**src/rtl/freq_meter_gen.sv**
```systemverilog
// Gated frequency meter: counts rising edges of clk_test over GATE_CYCLES clocks and
// presents the result on the seven-segment data bus, in Hz or in kHz with a decimal point.
module freq_meter_gen #(
    parameter int GATE_CYCLES = 50_000_000,
    parameter int HZ_LIMIT    = 1_000_000,
    parameter int KDIV        = 1000
) (
    input  logic        sys_clk,
    input  logic        sys_rst,
    input  logic        clk_test,
    output logic [19:0] data,
    output logic [5:0]  point,
    output logic        seg_en,
    output logic        sign,
    output logic        meas_done
);
    localparam int GW = (GATE_CYCLES > 1) ? $clog2(GATE_CYCLES) : 1;
    localparam int HW = $clog2(HZ_LIMIT + 1);
    localparam int SW = (KDIV > 1) ? $clog2(KDIV) : 1;

    localparam logic [GW-1:0] GATE_LAST_VAL = GW'(GATE_CYCLES - 1);
    localparam logic [HW-1:0] HZ_MAX        = HW'(HZ_LIMIT);
    localparam logic [SW-1:0] SUB_LAST      = SW'(KDIV - 1);
    localparam logic [19:0]   DISP_MAX      = 20'd999_999;
    localparam logic [5:0]    KHZ_POINT     = 6'b001000;

    logic [2:0]    sync_reg;
    logic          rise;
    logic          gate_last;

    logic [GW-1:0] gate_cnt_reg;
    logic [HW-1:0] cnt_hz_reg;
    logic [SW-1:0] sub_cnt_reg;
    logic [19:0]   cnt_khz_reg;

    logic [HW-1:0] hz_next;
    logic [SW-1:0] sub_next;
    logic [19:0]   khz_next;
    logic          sub_wrap;
    logic [31:0]   hz_wide;
    logic          hz_in_range;

    logic [19:0]   data_reg;
    logic [5:0]    point_reg;
    logic          seg_en_reg;
    logic          meas_done_reg;

    // sync_reg[0..1] resynchronise the async input; sync_reg[2] is the edge-detect delay
    always_ff @(posedge sys_clk) begin
        if (sys_rst) begin
            sync_reg <= '0;
        end else begin
            sync_reg <= {sync_reg[1:0], clk_test};
        end
    end

    assign rise      = sync_reg[1] & ~sync_reg[2];
    assign gate_last = (gate_cnt_reg == GATE_LAST_VAL);

    // Counter values including this cycle's rise; on gate_last these are the window results
    always_comb begin
        hz_next = cnt_hz_reg;
        if (rise && (cnt_hz_reg != HZ_MAX)) begin
            hz_next = cnt_hz_reg + 1'b1;
        end

        sub_wrap = rise && (sub_cnt_reg == SUB_LAST);
        sub_next = sub_cnt_reg;
        if (rise) begin
            sub_next = sub_wrap ? '0 : sub_cnt_reg + 1'b1;
        end

        khz_next = cnt_khz_reg;
        if (sub_wrap && (cnt_khz_reg != DISP_MAX)) begin
            khz_next = cnt_khz_reg + 1'b1;
        end
    end

    assign hz_wide     = 32'(hz_next);
    assign hz_in_range = (hz_wide < 32'(HZ_LIMIT)) && (hz_wide <= 32'd999_999);

    always_ff @(posedge sys_clk) begin
        if (sys_rst) begin
            gate_cnt_reg <= '0;
            cnt_hz_reg   <= '0;
            sub_cnt_reg  <= '0;
            cnt_khz_reg  <= '0;
        end else if (gate_last) begin
            gate_cnt_reg <= '0;
            cnt_hz_reg   <= '0;
            sub_cnt_reg  <= '0;
            cnt_khz_reg  <= '0;
        end else begin
            gate_cnt_reg <= gate_cnt_reg + 1'b1;
            cnt_hz_reg   <= hz_next;
            sub_cnt_reg  <= sub_next;
            cnt_khz_reg  <= khz_next;
        end
    end

    // Display registers only change at a window end and otherwise hold the last result
    always_ff @(posedge sys_clk) begin
        if (sys_rst) begin
            data_reg      <= '0;
            point_reg     <= '0;
            seg_en_reg    <= 1'b0;
            meas_done_reg <= 1'b0;
        end else begin
            meas_done_reg <= gate_last;
            if (gate_last) begin
                seg_en_reg <= 1'b1;
                if (hz_in_range) begin
                    data_reg  <= hz_wide[19:0];
                    point_reg <= '0;
                end else begin
                    data_reg  <= khz_next;
                    point_reg <= KHZ_POINT;
                end
            end
        end
    end

    assign data      = data_reg;
    assign point     = point_reg;
    assign seg_en    = seg_en_reg;
    assign sign      = 1'b0;
    assign meas_done = meas_done_reg;

endmodule

```
**config.mk**
```make
export PLATFORM = sky130hd
export DESIGN_NAME = freq_meter_gen
export DESIGN_NICKNAME = d
export VERILOG_FILES = /design/src/rtl/freq_meter_gen.sv
export SDC_FILE = /design/constraint.sdc
export NUM_CORES = 1
export LEC_CHECK = 0
export CAP_MARGIN = 5
export CORE_ASPECT_RATIO = 2
export CORE_MARGIN = 2
export CORE_UTILIZATION = 23
export DETAILED_ROUTE_END_ITERATION = 10
export HOLD_SLACK_MARGIN = 0.1
export PLACE_DENSITY = 0.41
export REMOVE_ABC_BUFFERS = 1
export SLEW_MARGIN = 30
export SYNTH_ARGS = -nofsm -noshare
export SYNTH_HDL_FRONTEND = slang
export SYNTH_SLANG_ARGS = --single-unit
```
**constraint.sdc**
```tcl
create_clock -name sys_clk -period 2.4 [get_ports sys_clk]
set_input_delay 0.48 -clock sys_clk [delete_from_list [all_inputs] [get_ports sys_clk]]
set_output_delay 0.48 -clock sys_clk [all_outputs]
set_load 0.05 [all_outputs]
```
==> results of run 1 <==
## routing by layer
layer,GRT usage,part of all wire,vias up
li1,-,-,2023
met1,0.127,0.35,1981
met2,0.285,0.60,51
met3,0.0195,0.018,29
met4,0.0705,0.038,0
met5,0,0,-
## Yosys cell counts, types with 3 or more instances
cell type	n	area [um^2]
dfxtp_1	102	2040
nor2_1	100	375
nand2_1	54	203
xor2_1	44	385
nand3_1	23	115
xnor2_1	21	184
nand4_1	14	87.6
clkbuf_1	13	48.8
nand3b_1	12	90.1
nor3_1	12	60.1
and3_1	11	68.8
a21oi_1	9	45.0
inv_1	8	30.0
mux2i_1	8	80.1
nor2b_1	8	50.1
a22o_1	7	61.3
nor4_1	7	43.8
buf_4	6	45.0
o311ai_1	6	52.6
and2_1	5	31.3
and4_1	5	43.8
ha_1	5	62.6
o21ai_0	4	20.0
o31ai_1	4	30.0
nand2b_1	3	18.8
## per-stage QoR
| step | total power [W] | worst slack (ns) | area [um^2] | setup TNS, ns |
|---|---|---|---|---|
| after global placement | 0.00185 | -0.210 | 5750 | -1.42 |
| final | 0.00328 | 0.0241 | 6600 | 0 |
| after detailed placement | 0.00185 | -0.224 | 5750 | -1.05 |
| after floorplan | 0.00180 | -0.0813 | 4620 | -5.20 |
| after global routing | 0.00340 | -0.102 | 6600 | -0.641 |
| after CTS | 0.00333 | -0.0148 | 6290 | -0.0148 |
## timing repair
action / CTS / global route
gates cloned: 1 / 0
resized for setup: 28 / 48
buffers inserted: 16 / 14
endpoints found under the setup margin: 16 / 24
pin swaps: 11 / 26
## worst max path at each step
stage | startpoint | end | slack, ns | cells after the start
2_1_floorplan | gate_cnt_reg[0]$_SDFF_PP0_ | cnt_hz_reg[0]$_SDFF_PP0_ | -0.08 | 7
5_1_grt | cnt_hz_reg[14]$_SDFF_PP0_ | data[4]$_SDFFE_PP0P_ | -0.10 | 10
4_1_cts | sync_reg[2]$_SDFF_PP0_ | data[4]$_SDFFE_PP0P_ | -0.01 | 11
6_report | cnt_hz_reg[1]$_SDFF_PP0_ | data[4]$_SDFFE_PP0P_ | 0.02 | 11
3_5_place_dp | gate_cnt_reg[16]$_SDFF_PP0_ | data[15]$_SDFFE_PP0P_ | -0.22 | 9
3_3_place_gp | gate_cnt_reg[16]$_SDFF_PP0_ | data[15]$_SDFFE_PP0P_ | -0.21 | 9
## power by group
part | total [W] | switching (W) | internal, W
registers | 0.00171 | 0.00000853 | 0.00170
clock network | 0.00147 | 0.000642 | 0.000828
logic | 0.000102 | 0.0000697 | 0.0000326
## placed cells by master, fill, tap and decap left out, drive strengths merged, types with 14 or more instances in the layout
cell           count
xor2              44
nor3              14
nand2             54
dfxtp            102
xnor2             23
clkdlybuf4s50     25
nand3             24
buf               92
nand4             15
nor2             101
## logic make-up after synthesis
| family | after synthesis |
|---|---|
| compound gates | 42 |
| xor+xnor | 67 |
| fa+ha+maj | 5 |
| buf+inv | 32 |
| flops | 102 |
| mux | 8 |
| other cells | 1 |
| simple gates | 276 |
## final cells by class
cell class | instances | area (um^2) | share of cell area
clock inverter | 4 | 47.5 | 0.00720
inverter | 8 | 30.0 | 0.00455
tap | 266 | 333 | 0.0504
clock buffer | 11 | 243 | 0.0368
sequential | 102 | 2060 | 0.313
timing repair buffer | 117 | 1020 | 0.155
multi-input combinational | 404 | 2860 | 0.434
## critical path, stage by stage (launching register included)
cell	delay [ns]
dfxtp_4	0.39
ha_4	0.13
nand3b_1	0.14
nor2_4	0.22
nand2_1	0.12
xor2_1	0.20
nor3_4	0.24
o21ai_4	0.13
buf_6	0.15
buf_12	0.13
a221o_1	0.35
a21oi_2	0.11
==> run_results.csv, run 1 <==
group,metric,value,unit
logic_synthesis,post_synth_mux_area_share,0.0169,
logic_synthesis,syn-mean-instance-area,8.88,um^2
logic_synthesis,synthCells,533,
logic_synthesis,most_frequently_used_flop_master_after_synthesis,"dfxtp_1",
floorplan,num_io_pins,32,
drt,vias_per_cell,4.48,
clock_tree,numCtsBuffers,9,
clock_tree,cts.sink_count,102,
setup_path,startpoint_type,"flip-flop",
setup_path,crit_path_end_kind,"flip-flop",
timing,worst_hold_slack,0.440,ns
drt,route.detailed.drc,0,
floorplan,die-area,0.0218,mm^2
logic_synthesis,netlist-cell-type-count,61,
global_routing,grt_antenna_before_repair,0,
setup_path,worst_path_max_fanout,8,
timing,final_max_slew_viol_count,0,
placed_design,replace_congestion,0.816,
logic_synthesis,synthesis.yosys.warnings,0,
clock_tree,cts_root_buf,"clkbuf_16",
timing,worst-slew-pin-transition,0.641,ns
drt,first_pass_drt_iterations,4,
hold_path,hold_ep,"sync_reg[1]$_SDFF_PP0_",
drt,detailroute.via_count,4084,
logic_synthesis,summed_instance_area_of_the_synthesized_netlist,0.00473,mm^2
final_layout,number_of_inserted_filler_cells_in_the_final_layout,2130,
final_layout,final_util,0.326,
logic_synthesis,synth_compound_gate_area_share,0.0727,
timing,period_share,0.990,
timing,period_needed,2.38,ns
timing,max_frequency,0.421,GHz
drt,drt_first_iter_violations,143,
clock_tree,clock_latency,0.36,ns
timing,grt_setup_unrepaired,"yes",
drt,post_drt_wl_per_cell,15.7,um
hold_path,worst_hold_path_type,"reg -> reg",
final_layout,drive_above_1_share,0.272,
floorplan,fp-row-count,74,
clock_tree,cts-hold-fix-buffers,0,
setup_path,timing.rr.end,"data[4]$_SDFFE_PP0P_",
setup_path,worst_ep_arrival_time,2.67,ns
logic_synthesis,synth_xor_area_frac,0.127,
final_layout,antenna_cells_inserted,0,
setup_path,worstReg2RegStart,"cnt_hz_reg[1]$_SDFF_PP0_",
timing,timing.final.setup_violations,0,
logic_synthesis,synth_edf_count,0,
global_routing,globalRoute.totalOverflow,0,
setup_path,ff2ff_setup_slack,0.02,ns
clock_tree,cts_tree,"yes",
logic_synthesis,synth_simple_gate_area_frac,0.304,
power,cellPowerDensity,497,mW/mm^2
clock_tree,cts.path.max_buffers,2,
logic_synthesis,yosys.area_share.adder,0.0132,
placed_design,dp_hpwl,10600,um
timing,hold_violations,0,
global_routing,groute.usage.overall,0.138,
power,p_leak,2.56,nW
drt,route.final.wire_length,14300,um
setup_path,worstPathRequired,2.69,ns
logic_synthesis,synth_async_sr_flop_share,0,
logic_synthesis,postSynthRegisterBits,102,
floorplan,die_x,105,um
final_layout,total_number_of_nets_in_the_final_design,650,
outcome,status,"completed",
placed_design,numPlacedInstances,870,
final_layout,syn_to_final_growth,39.5,%
timing,worst_slew_margin_rel,0.572,
hold_path,number_of_stages_on_the_worst_hold_path,1,
timing,worst_clock_skew,0.00797,ns
global_routing,grt_first_pass_wirelength,22800,um
setup_path,rr_worst_depth,11,
final_layout,largest_register_ff_count,26,
job,maxCapViolCount,0,
hold_path,timing.hold.worst.start,"sync_reg[0]$_SDFF_PP0_",
setup_path,timing.setup.critical_path_class,"reg -> reg",
placed_design,io_buffers,25,
drt,antenna_violating_nets_remaining,0,
logic_synthesis,synth_top_family_by_area,"simple AND/OR/NAND/NOR gates",
floorplan,core_area,0.0203,mm^2
floorplan,start_util,0.233,
global_routing,number_of_global_route_vias_before_repair,4356,
clock_tree,htreeDepth,3,
floorplan,die_h,207,um
final_layout,finished_layout_cells,912,
power,ir_drop,0.293,mV
clock_tree,clkTransAtPathRegs,0.07,ns
global_routing,grt_start_max_net_pins,52,
logic_synthesis,yosysSeqAreaShare,0.431,
No activity file was read; power rests on OpenSTA's default activity.
==> run 2: changes to the inputs <==
- CAP_MARGIN: 5 -> unset
==> results of run 2 <==
Same layout as run 1: the final DEF is identical, and so are final timing and power.
